`src/rtl/lamp_frame_decoder_pkg.sv`:
```
// Shared constants and types for the lamp scan decoder.
package lamp_pkg;
  localparam int LAMP_COUNT  = 16;
  localparam int LAMP_ADDR_W = 4;

  typedef enum logic {HUNT, ASSEMBLE} lamp_dec_state_t;
endpackage

```
`src/rtl/lamp_frame_decoder_if.sv`:
```
// Lamp stream in, published frame and status out.
interface lamp_frame_decoder_if;
  import lamp_pkg::*;

  logic [LAMP_ADDR_W-1:0] encoder_in;
  logic                   enable_in;
  logic [LAMP_COUNT-1:0]  lamp_out;
  logic                   frame_done;
  logic                   seq_err;
  logic                   locked;

  modport master (
    output encoder_in, enable_in,
    input  lamp_out, frame_done, seq_err, locked
  );

  modport slave (
    input  encoder_in, enable_in,
    output lamp_out, frame_done, seq_err, locked
  );
endinterface

```
`src/rtl/lamp_frame_decoder_watchdog.sv`:
```
// Frame watchdog: saturating up-counter, expires when no kick arrives for TIMEOUT_CYCLES.
module lamp_watchdog #(
  parameter int TIMEOUT_CYCLES = 64
) (
  input  logic clk,
  input  logic reset,
  input  logic kick,
  output logic expired
);
  localparam int CNT_W = $clog2(TIMEOUT_CYCLES + 1);
  localparam logic [CNT_W-1:0] LIMIT = CNT_W'(TIMEOUT_CYCLES);

  logic [CNT_W-1:0] cnt_q, cnt_d;

  always_comb begin
    cnt_d = cnt_q;
    if (kick)
      cnt_d = '0;
    else if (cnt_q != LIMIT)
      cnt_d = cnt_q + 1'b1;
  end

  // Flags the edge on which the count lands on LIMIT; a kick on that edge wins.
  assign expired = !kick && (cnt_q == LIMIT - 1'b1);

  always_ff @(posedge clk or negedge reset) begin
    if (!reset)
      cnt_q <= '0;
    else
      cnt_q <= cnt_d;
  end
endmodule

```
`src/rtl/lamp_frame_decoder.sv`:
```
// Rebuilds the 16-lamp vector from the (address, enable) stream and publishes whole frames.
//   state    | meaning
//   HUNT     | waiting for address 0 to start a frame
//   ASSEMBLE | collecting addresses in strict order into the shadow register
module lamp_frame_decoder
  import lamp_pkg::*;
#(
  parameter int TIMEOUT_CYCLES = 64
) (
  input logic                 clk,
  input logic                 reset,
  lamp_frame_decoder_if.slave bus
);
  localparam logic [LAMP_ADDR_W-1:0] LAST_ADDR = LAMP_ADDR_W'(LAMP_COUNT - 1);

  lamp_dec_state_t        state_q, state_d;
  logic [LAMP_ADDR_W-1:0] expected_q, expected_d;
  logic [LAMP_COUNT-1:0]  shadow_q, shadow_d;
  logic [LAMP_COUNT-1:0]  lamp_q, lamp_d;
  logic                   done_q, done_d;
  logic                   err_q, err_d;
  logic                   locked_q, locked_d;
  logic                   wd_expired;

  logic [LAMP_ADDR_W-1:0] addr;
  logic                   en;

  assign addr = bus.encoder_in;
  assign en   = bus.enable_in;

  always_comb begin
    state_d    = state_q;
    expected_d = expected_q;
    shadow_d   = shadow_q;
    lamp_d     = lamp_q;
    done_d     = 1'b0;
    err_d      = 1'b0;
    locked_d   = locked_q;

    case (state_q)
      HUNT: begin
        if (addr == '0) begin
          shadow_d   = {{(LAMP_COUNT-1){1'b0}}, en};
          expected_d = LAMP_ADDR_W'(1);
          state_d    = ASSEMBLE;
        end
      end
      default: begin
        if (addr == expected_q) begin
          shadow_d[addr] = en;
          expected_d     = expected_q + 1'b1;
          if (addr == LAST_ADDR) begin
            lamp_d   = {en, shadow_q[LAMP_COUNT-2:0]};
            done_d   = 1'b1;
            locked_d = 1'b1;
          end
        end else begin
          err_d    = 1'b1;
          locked_d = 1'b0;
          // A stray 0 is treated as a fresh frame start rather than a reason to hunt.
          if (addr == '0) begin
            shadow_d   = {{(LAMP_COUNT-1){1'b0}}, en};
            expected_d = LAMP_ADDR_W'(1);
          end else begin
            shadow_d   = '0;
            expected_d = '0;
            state_d    = HUNT;
          end
        end
      end
    endcase

    if (wd_expired) begin
      lamp_d   = '0;
      locked_d = 1'b0;
    end
  end

  lamp_watchdog #(.TIMEOUT_CYCLES(TIMEOUT_CYCLES)) u_watchdog (
    .clk     (clk),
    .reset   (reset),
    .kick    (done_d),
    .expired (wd_expired)
  );

  always_ff @(posedge clk or negedge reset) begin
    if (!reset) begin
      state_q    <= HUNT;
      expected_q <= '0;
      shadow_q   <= '0;
      lamp_q     <= '0;
      done_q     <= 1'b0;
      err_q      <= 1'b0;
      locked_q   <= 1'b0;
    end else begin
      state_q    <= state_d;
      expected_q <= expected_d;
      shadow_q   <= shadow_d;
      lamp_q     <= lamp_d;
      done_q     <= done_d;
      err_q      <= err_d;
      locked_q   <= locked_d;
    end
  end

  assign bus.lamp_out   = lamp_q;
  assign bus.frame_done = done_q;
  assign bus.seq_err    = err_q;
  assign bus.locked     = locked_q;
endmodule

```
`src/flat_wrapper.sv`:
```
// flat-port wrapper written by rule: the top's interface ports become plain ports
module lamp_frame_decoder_flat import lamp_pkg::*;
#(
  parameter int TIMEOUT_CYCLES = 64
)
  (clk, reset, bus_encoder_in, bus_enable_in, bus_lamp_out, bus_frame_done, bus_seq_err, bus_locked);
  lamp_frame_decoder_if bus_i ();
  input logic clk;
  input logic reset;
  input wire logic [$bits(bus_i.encoder_in)-1:0] bus_encoder_in;
  input wire logic [$bits(bus_i.enable_in)-1:0] bus_enable_in;
  output wire logic [$bits(bus_i.lamp_out)-1:0] bus_lamp_out;
  output wire logic [$bits(bus_i.frame_done)-1:0] bus_frame_done;
  output wire logic [$bits(bus_i.seq_err)-1:0] bus_seq_err;
  output wire logic [$bits(bus_i.locked)-1:0] bus_locked;
  assign bus_i.encoder_in = bus_encoder_in;
  assign bus_i.enable_in = bus_enable_in;
  assign bus_lamp_out = bus_i.lamp_out;
  assign bus_frame_done = bus_i.frame_done;
  assign bus_seq_err = bus_i.seq_err;
  assign bus_locked = bus_i.locked;
  lamp_frame_decoder #(.TIMEOUT_CYCLES(TIMEOUT_CYCLES)) u_core (.clk(clk), .reset(reset), .bus(bus_i));
endmodule
```
`config.mk`:
```
export PLATFORM = sky130hd
export DESIGN_NAME = lamp_frame_decoder_flat
export DESIGN_NICKNAME = d
export VERILOG_FILES = /design/src/rtl/lamp_frame_decoder_pkg.sv /design/src/rtl/lamp_frame_decoder_if.sv /design/src/rtl/lamp_frame_decoder_watchdog.sv /design/src/rtl/lamp_frame_decoder.sv /design/src/flat_wrapper.sv
export SDC_FILE = /design/constraint.sdc
export NUM_CORES = 1
export LEC_CHECK = 0
export ABC_CLOCK_PERIOD_IN_PS = 4300
export CAP_MARGIN = 20
export CORE_UTILIZATION = 45
export CTS_CLUSTER_SIZE = 16
export DETAILED_ROUTE_END_ITERATION = 8
export PLACE_DENSITY_LB_ADDON = 0.2
export SYNTH_ARGS = -nofsm -noshare
export SYNTH_HDL_FRONTEND = slang
export SYNTH_SLANG_ARGS = --single-unit
```
`constraint.sdc`:
```
create_clock -name clk -period 4.3 [get_ports clk]
set_input_delay 0.645 -clock clk [delete_from_list [all_inputs] [get_ports clk]]
set_output_delay 0.645 -clock clk [all_outputs]
set_load 0.1 [all_outputs]
```
==> results.cfg <==
[outcome]
status = complete, no violations

[worst_setup_path]
critPathLaunchType = primary input
crit_family = simple AND/OR/NAND/NOR gates
cp.buffers_inverters = 1
worst-endpoint-required_ps = 4460
crit_path_end_kind = flip-flop
slowest_stage = and2_1
crit_path_frequent_cell = and3_1
cp.arrival_ps = 3000
critical_path_class = primary input to flip-flop
slowest_delay_ps = 750
cp_max_fo = 24
path_cells = clkdlybuf4s50_1, and3_1, and3_1, and2_1, o21ai_0

[sta]
skew_ps = 5.01
holdWs_ps = 140
fmax_mhz = 352
post-route-min-period_ps = 2840
rsz0062_at_grt = no
setup_slack_ps = 1460
finalSetupViolCount = 0
tightest_slew_ps = 975
fin_crit_sh = 0.660
max_slew_margin = 0.348
fin_setup_tns_ps = 0
final-max-slew-violation-count = 0
finalHoldViolations = 0

[global_route]
grt_max_degree = 47
antenna_found_initial = 0
grt_usage = 0.190
grt_pass1_vias = 1566
overflow = 0
grt_pass1_wl_mm = 7.33

[routing]
postRouteAntennaNets = 0
totalWireLength_mm = 4.19
vias = 1601
drc = 0
dr.pass1.iters = 4
dr.first_iter.drc_count = 86
routedWlPerCell_um = 14.1
avgViaCountPerCell = 5.41

[floorplan]
pin_count = 26
die_area_mm2 = 0.00492
dieHeight_um = 70.1
initial_core_util = 0.473
rows = 24
coreArea_mm2 = 0.00441
fp.dieW_um = 70.1

[pwr]
ir_worst_vdd_mv = 0.378
p_leak_uw = 0.00105
powerDensity_mw_per_mm2 = 732
p_total_uw = 1790

[synth]
syn_inst = 223
synthesis.area_mm2 = 0.00209
synth_top_area_frac = 0.551
synth_fp_nets = 233
synth-edff-count = 0
synth_area_leaders = dfrtp_1 55%, nand2_1 9.3%, nand3_1 6.5%, o22ai_1 4.2%, o21ai_1 3.1%
async_reset_ff_frac = 1.00
ys_types = 28
yosys-top-cells-count = 52 x nand2_1, 46 x dfrtp_1, 27 x nand3_1
synth_warnings = 0
synth_flop_cell = dfrtp_1
yosysMostFrequentCell = nand2_1
ys_seq_area_frac = 0.551
synth_area_leader_cell = dfrtp_1
ys_ff_latch = 46
syn_avg_cell_area_um2 = 9.37

[placement]
place.gp.congestion = 0.762
hpwl_mm = 2.86
io_buffers = 25
dp_cells = 288
dp_slack_ps = 1120

[finish]
drive_gt1_frac = 0.0492
finish.net_count = 254
areaGrowthSynthToFinish_pct = 16.9
fin_cells = 296
diodes = 0

[clock_network]
cts_sinks = 46
post_cts_resized = 0
post-cts-setup-buffers = 0
cts_buffers = 5
root_buffer = clkbuf_8
clk_latency_ps = 300
tritoncts = done
clk_path_buf_depth = 2
htreeDepth = 2
ctsHoldBuffers = 0
clk_pin_slew_ps = 80

[job]
maxCapViolations = 0

[hold_path]
hp-class = primary input to asynchronous set/reset pin
[per-layer routing]
layer  wire length (µm)  GRT usage  vias up
li1                   -          -      805
met1               2060      0.260      764
met2               1920      0.290       26
met3                141     0.0534        6
met4                 61     0.0667        0
met5                  0          0        -
[power by group]
group	switching, µW	internal, µW	leakage (µW)	total [µW]
clock	140	112	0.0000373	252
sequential	81.0	544	0.000567	625
combinational	706	205	0.000448	911
total	928	860	0.00105	1790
[logic make-up after synthesis]
| group | Yosys count | share of synthesized area |
|---|---|---|
| buffers and inverters | 16 | 0.0365 |
| and+or+nand+nor | 104 | 0.234 |
| muxes | 2 | 0.0102 |
| DFF | 46 | 0.551 |
| AOI/OAI and AO/OA | 42 | 0.109 |
| xor gates and xnor gates | 10 | 0.0419 |
| adders and majority gates | 3 | 0.0180 |
[cell type report]
class	count	area, µm²
fill	397	1970
clock buffer	6	72.6
multi-input combinational	161	862
sequential	46	1150
inverter	3	11.3
clock inverter	1	7.51
timing repair buffer	27	273
tap	52	65.1
[sequential cells by signal, indices dropped and copies added (netlist names)]
| name | cells |
|---|---|
| u_core.state_q | 1 |
| u_core.bus.frame_done | 1 |
| u_core.bus.locked | 1 |
| u_core.bus.seq_err | 1 |
| u_core.bus.lamp_out | 16 |
| u_core.u_watchdog.cnt_q | 7 |
| u_core.expected_q | 4 |
| u_core.shadow_q | 15 |
[layout by cell type (no fill, tap or decap), drive strengths merged, types with 4 or more instances in the layout]
| master | count |
|---|---|
| nand2 | 52 |
| dfrtp | 46 |
| nand3 | 28 |
| clkdlybuf4s50 | 24 |
| o21ai | 24 |
| o22ai | 14 |
| nor2 | 10 |
| xor2 | 7 |
| clkbuf | 6 |
| a21oi | 4 |
[through the flow]
| stage | cell area (µm²) | utilization |
|---|---|---|
| floorplan | 2090 | - |
| global placement | 2340 | 0.531 |
| detailed placement | 2340 | 0.531 |
| CTS | 2420 | 0.549 |
| global route | 2440 | 0.553 |
| finish | 2440 | 0.553 |
[path summary, 6_finish.rpt]
path / from / endpoint / slack, ps / depth (start not counted)
max: bus_encoder_in[1] / u_core.bus.lamp_out[8]$_DFFE_PN0P_ / 1460 / 5
min reg2reg: u_core.bus.lamp_out[15]$_DFFE_PN0P_ / u_core.bus.lamp_out[15]$_DFFE_PN0P_ / 520 / 2
max reg2reg: u_core.state_q$_DFF_PN0_ / u_core.bus.lamp_out[8]$_DFFE_PN0P_ / 1780 / 4
min: reset / u_core.shadow_q[6]$_DFFE_PN0P_ / 140 / 1
max in group asynchronous: reset / u_core.expected_q[3]$_DFFE_PN0P_ / 3730 / 2
min in group clk: u_core.bus.lamp_out[15]$_DFFE_PN0P_ / u_core.bus.lamp_out[15]$_DFFE_PN0P_ / 520 / 2
No activity file was read; power rests on OpenSTA's default activity.
